`src/rtl/alu_issue_queue.sv`:
```
// alu_issue_queue: collapsing oldest-ready-first issue queue for the ALU, with tag wakeup.
// Define ALU_IQ_SELF_WAKE_EN to let an issuing µop wake its dependents in the same cycle.
module alu_issue_queue #(
    parameter int DEPTH     = 4,
    parameter int TAG_W     = 6,
    parameter int PAYLOAD_W = 128,
    parameter int NWAKE     = 3
) (
    input  logic                       clk,
    input  logic                       reset,
    input  logic                       flush,
    input  logic                       in_valid,
    output logic                       in_ready,
    input  logic [PAYLOAD_W-1:0]       in_payload,
    input  logic [TAG_W-1:0]           in_src1_tag,
    input  logic                       in_src1_rdy,
    input  logic [TAG_W-1:0]           in_src2_tag,
    input  logic                       in_src2_rdy,
    input  logic                       in_dest_we,
    input  logic [TAG_W-1:0]           in_dest_tag,
    input  logic [NWAKE-1:0]           wake_valid,
    input  logic [NWAKE*TAG_W-1:0]     wake_tag,
    output logic                       issue_valid,
    input  logic                       issue_allowin,
    output logic [PAYLOAD_W-1:0]       issue_payload,
    output logic                       issue_dest_we,
    output logic [TAG_W-1:0]           issue_dest_tag,
    output logic [$clog2(DEPTH+1)-1:0] occupancy
);
    localparam int OW = $clog2(DEPTH + 1);
    localparam int SW = $clog2(DEPTH);
    localparam logic [OW-1:0] FULL = OW'(DEPTH);

    logic [DEPTH-1:0]     r_v, r_r1, r_r2, r_we;
    logic [PAYLOAD_W-1:0] r_pl [DEPTH];
    logic [TAG_W-1:0]     r_t1 [DEPTH];
    logic [TAG_W-1:0]     r_t2 [DEPTH];
    logic [TAG_W-1:0]     r_dt [DEPTH];
    logic [OW-1:0]        r_occ;
    logic                 r_in_ready;

    logic [DEPTH-1:0]     w_n_v, w_n_r1, w_n_r2, w_n_we, w_rdy;
    logic [PAYLOAD_W-1:0] w_n_pl [DEPTH];
    logic [TAG_W-1:0]     w_n_t1 [DEPTH];
    logic [TAG_W-1:0]     w_n_t2 [DEPTH];
    logic [TAG_W-1:0]     w_n_dt [DEPTH];
    logic [SW-1:0]        w_sel;
    logic                 w_iss, w_enq, w_self_v;
    logic [TAG_W-1:0]     w_self_tag;
    logic [OW-1:0]        w_pos, w_n_occ;

    assign w_rdy = r_v & r_r1 & r_r2;

    always_comb begin
        w_sel = '0;
        for (int i = DEPTH - 1; i >= 0; i--)
            if (w_rdy[i]) w_sel = SW'(i);
    end

    assign issue_valid    = |w_rdy;
    assign issue_payload  = issue_valid ? r_pl[w_sel] : '0;
    assign issue_dest_we  = issue_valid & r_we[w_sel];
    assign issue_dest_tag = issue_valid ? r_dt[w_sel] : '0;
    assign in_ready       = r_in_ready;
    assign occupancy      = r_occ;

    assign w_iss   = issue_valid & issue_allowin;
    assign w_enq   = in_valid & r_in_ready;
    assign w_pos   = r_occ - OW'(w_iss);
    assign w_n_occ = r_occ + OW'(w_enq) - OW'(w_iss);

`ifdef ALU_IQ_SELF_WAKE_EN
    assign w_self_v   = w_iss & issue_dest_we;
    assign w_self_tag = issue_dest_tag;
`else
    assign w_self_v   = 1'b0;
    assign w_self_tag = '0;
`endif

    function automatic logic f_hit(input logic [TAG_W-1:0] t);
        logic h;
        h = w_self_v && (t == w_self_tag);
        for (int k = 0; k < NWAKE; k++)
            h = h | (wake_valid[k] && (wake_tag[k*TAG_W +: TAG_W] == t));
        return h;
    endfunction

    // Slots at or above the issued entry pull from the next slot up; the top slot empties.
    function automatic int f_src(input int i);
        return (w_iss && i >= int'(w_sel) && i < DEPTH - 1) ? i + 1 : i;
    endfunction

    always_comb begin
        for (int i = 0; i < DEPTH; i++) begin
            w_n_v[i]  = r_v[f_src(i)] & ~(w_iss & (i == DEPTH - 1));
            w_n_pl[i] = r_pl[f_src(i)];
            w_n_t1[i] = r_t1[f_src(i)];
            w_n_t2[i] = r_t2[f_src(i)];
            w_n_dt[i] = r_dt[f_src(i)];
            w_n_we[i] = r_we[f_src(i)];
            w_n_r1[i] = r_r1[f_src(i)] | f_hit(r_t1[f_src(i)]);
            w_n_r2[i] = r_r2[f_src(i)] | f_hit(r_t2[f_src(i)]);
            if (w_enq && i == int'(w_pos)) begin
                w_n_v[i]  = 1'b1;
                w_n_pl[i] = in_payload;
                w_n_t1[i] = in_src1_tag;
                w_n_t2[i] = in_src2_tag;
                w_n_dt[i] = in_dest_tag;
                w_n_we[i] = in_dest_we;
                w_n_r1[i] = in_src1_rdy | f_hit(in_src1_tag);
                w_n_r2[i] = in_src2_rdy | f_hit(in_src2_tag);
            end
        end
    end

    always_ff @(posedge clk) begin
        if (reset || flush) begin
            r_v        <= '0;
            r_occ      <= '0;
            r_in_ready <= 1'b1;
        end else begin
            r_v        <= w_n_v;
            r_occ      <= w_n_occ;
            r_in_ready <= w_n_occ < FULL;
        end
    end

    // Payload and tag fields need no reset: nothing reads them unless the slot is valid.
    always_ff @(posedge clk) begin
        r_pl <= w_n_pl;
        r_t1 <= w_n_t1;
        r_t2 <= w_n_t2;
        r_dt <= w_n_dt;
        r_we <= w_n_we;
        r_r1 <= w_n_r1;
        r_r2 <= w_n_r2;
    end
endmodule

```
`config.mk`:
```
export PLATFORM = sky130hd
export DESIGN_NAME = alu_issue_queue
export DESIGN_NICKNAME = d
export VERILOG_FILES = /design/src/rtl/alu_issue_queue.sv
export SDC_FILE = /design/constraint.sdc
export NUM_CORES = 1
export LEC_CHECK = 0
export ABC_AREA = 1
export BUFFER_PORTS_ARGS = -buffer_cell sky130_fd_sc_hd__buf_2
export CORE_ASPECT_RATIO = 0.5
export CORE_MARGIN = 3
export CORE_UTILIZATION = 45
export CTS_BUF_LIST = sky130_fd_sc_hd__clkbuf_16
export DETAILED_ROUTE_END_ITERATION = 10
export HOLD_SLACK_MARGIN = 0.15
export PLACE_DENSITY = 0.7
export SLEW_MARGIN = 15
export SYNTH_ARGS = -nofsm -noshare
export SYNTH_HDL_FRONTEND = slang
export SYNTH_SLANG_ARGS = --single-unit
```
`constraint.sdc`:
```
create_clock -name clk -period 9.7 [get_ports clk]
set_input_delay 0.97 -clock clk [delete_from_list [all_inputs] [get_ports clk]]
set_output_delay 0.97 -clock clk [all_outputs]
set_load 0.01 [all_outputs]
```
==> run_results.csv <==
group,metric,value,unit
floorplanning,initial_utilization,0.4630,
synthesis,async_flop_share,0,
global_route,grt_pass1_wl,146100,µm
timing,slew_headroom,0.2287,
timing,finalSetupTns,0,ps
timing,post-route-min-period,5209,ps
worst_setup_path,path_cells,"nand3_1 -> o21ai_0 -> and2_4 -> buf_12 -> buf_4 -> nor2_1 -> nor2_1 -> o21ai_0 -> a21oi_1 -> buf_2",
global_route,grt_max_degree,281,
cts,cts-resized-gates,0,
worst_setup_path,setup.worst_path.start_class,"flop",
worst_setup_path,cp_top_family,"buffers and inverters",
routing,dr.first_iter.drc_count,2698,
timing,hold_violations,0,
worst_setup_path,path_depth,10,
worst_setup_path,slowest_stage,"buf_4",
synthesis,syn_area,31600,µm²
timing,rsz0062_at_grt,"no",
finish,drive_gt1_frac,0.1218,
synthesis,synth_area_leader_cell,"edfxtp_1",
routing,first_pass_iters,6,
worst_setup_path,critPathKind,"flop to primary output",
global_route,grt_usage,0.2485,
timing,fin_crit_sh,0.5370,
floorplanning,pin_count,315,
cts,cts.sinks,604,
global_route,grt-ovfl-total,0,
timing,slew_viol_final,0,
synthesis,ys.flop_type,"edfxtp_1",
floorplanning,core,68240,µm²
finish,stdcell_count,4736,
floorplanning,dieArea,73620,µm²
routing,via_per_inst,5.602,
power_and_ir_drop,p_per_area,197.0,nW/µm²
cts,cts_root_buf,"clkbuf_16",
flow_run,maxCapViolCount,0,
routing,vias,26532,
placement,portBuffers,314,
power_and_ir_drop,p_leak,0.01378,µW
routing,wl_per_cell,20.21,µm
synthesis,ys_seq_elements,604,
finish,syn2layout_area_growth,11.71,%
worst_setup_path,critPathMaxFanout,218,
timing,max_freq,192.0,MHz
worst_setup_path,crit_arrival,4240,ps
worst_setup_path,crit_buf_inv,3,
status,outcome,"complete, no violations",
timing,worst_pin_slew,1157,ps
placement,place.gp.congestion,0.9300,
synthesis,syn_avg_cell_area,8.743,µm²
synthesis,synth_enable_flop_cells,552,
placement,place_inst,4626,
timing,setup_viol,0,
global_route,antenna_found_initial,7,
power_and_ir_drop,vdd_drop_max,137.0,µV
floorplanning,die_h,193.4,µm
finish,postLayoutCoreUtil,0.5173,
synthesis,syn_nets,3792,
global_route,grt_pass1_vias,25358,
power_and_ir_drop,p_total,6953,µW
worst_setup_path,max_stage_delay,970,ps
routing,postRouteAntennaNets,0,
routing,drc_errors,0,
cts,cts_buffers,56,
cts,postCtsSetupBuffers,0,
finish,nets,3932,
cts,clk_pin_slew,70,ps
synthesis,seq_area_frac_synth,0.5576,
routing,wl,95710,µm
synthesis,yosysTopAreaCellShare,0.5246,
worst_setup_path,r2r_cells,14,
cts,clk_path_buf_depth,3,
cts,ctsHoldBuffers,0,
hold_path,hold_depth,2,
worst_setup_path,end_kind,"primary output",
synthesis,syn_inst,3614,
worst_setup_path,cp_data_required_time,8730,ps
synthesis,yosys-top-cells-area,"edfxtp_1 (52%), o21ai_0 (9.2%), nand2_1 (8.2%)",
timing,skew,19.64,ps
hold_path,hold_class,"flop to flop",
worst_setup_path,r2r_slack,5140,ps
floorplanning,placementRows,67,
cts,cts_tree,"built",
placement,hpwlAfterDp,55290,µm
cts,h-tree-depth,2,
floorplanning,die_x,380.7,µm
cts,clkLatencyLatePin,620,ps
synthesis,yosys_warnings,0,
synthesis,synth_cell_type_count,42,
## layout by cell type (no fill, tap or decap), types with 6 or more instances in the layout
| master | n |
|---|---|
| bufinv_16 | 6 |
| buf_2 | 314 |
| a2111oi_0 | 6 |
| buf_4 | 19 |
| inv_1 | 374 |
| edfxtp_1 | 552 |
| dfxtp_1 | 52 |
| nor4_1 | 6 |
| nand3_1 | 304 |
| o221ai_1 | 6 |
| clkinv_2 | 13 |
| o21ai_0 | 581 |
| xnor2_1 | 9 |
| o22ai_1 | 37 |
| nand2_1 | 684 |
| nor2_1 | 342 |
| o21ai_1 | 29 |
| clkinv_1 | 17 |
| a21oi_1 | 150 |
| nor3_1 | 11 |
| clkbuf_16 | 57 |
| o211ai_1 | 137 |
| o2111ai_1 | 10 |
| o21ai_2 | 7 |
| xor2_1 | 17 |
## Yosys cell counts (5+ instances only)
master / n
clkinv_1: 6
inv_1: 369
o21ai_0: 581
edfxtp_1: 552
a21oi_1: 150
buf_2: 74
nand2_1: 687
o21ai_1: 29
nor3_1: 11
a211oi_1: 5
o21ai_2: 7
buf_6: 17
nand3_1: 304
a2111oi_0: 6
o22ai_1: 37
inv_2: 5
buf_4: 8
buf_1: 11
dfxtp_1: 52
nor4_1: 6
nor2_1: 343
xor2_1: 17
clkbuf_1: 145
o221ai_1: 6
nand2_2: 7
o2111ai_1: 10
o211ai_1: 137
xnor2_1: 9
## cells by family (layout without fill, tap and decap cells)
kind of cell,after synthesis,count (layout),synth area share
other,0,5,0
DFF,604,604,0.5576
AOI/OAI and AO/OA,972,972,0.1707
and+or+nand+nor,1374,1374,0.1798
xor gates and xnor gates,26,26,0.007207
buffers and inverters,635,821,0.08336
adders and majority gates,3,3,0.001425
## final timing paths
check                       to     from
min reg2reg             r_v[1]   r_v[1]
min                     r_v[1]   r_v[1]
max          issue_payload[32]  r_r1[3]
max reg2reg          r_pl[443]  r_r1[3]
## sequential cells by signal, indices dropped and copies added (netlist names)
signal     count
r_t1          24
r_t2          24
r_dt          24
r_r1           4
r_pl         512
in_ready       1
r_we           4
occupancy      3
r_r2           4
r_v            4
## metal layers
layer / up-vias / GRT usage / wire, µm / share of wire
met5: - / 0 / 0 / 0
met4: 0 / 0.07456 / 2642 / 0.028
met3: 190 / 0.03312 / 6774 / 0.071
met2: 1124 / 0.4297 / 47330 / 0.49
met1: 12495 / 0.3265 / 38970 / 0.41
li1: 12723 / - / - / -
## area by class of cell
type	instances	area, µm²
clock inverters	47	425.4
clock buffers	57	1426
repair buffers	337	1802
diodes	5	12.51
inverters	380	1439
well taps	931	1165
flip-flops and latches	604	17620
multi-input cells	2375	11410
fillers	6404	32940
## where the power goes
| group | internal [µW] | switching [µW] | leakage [µW] | total (µW) |
|---|---|---|---|---|
| registers | 3190 | 118 | 0.00552 | 3310 |
| clock network | 1240 | 1040 | 0.000931 | 2280 |
| logic | 406 | 956 | 0.00733 | 1360 |
| total | 4840 | 2110 | 0.0138 | 6950 |
## worst register-to-register path: cells and delay by family, from the launching register on
family,cells,cell delay (ps)
flops,1,470
xor+xnor,1,100
compound gates,1,300
fa+ha+maj,1,190
buf+inv,3,1860
simple gates,8,1350
## through the flow
stage	setup slack, ps	hold slack, ps	instance area (µm²)
floorplan	736.0	454.5	31600
global placement	4973	477.2	33410
detailed placement	4877	493.4	33410
CTS	4559	503.6	35260
global route	4083	518.7	35300
finish	4491	511.0	35300
Note: power is estimated with default switching activity, not from simulation.
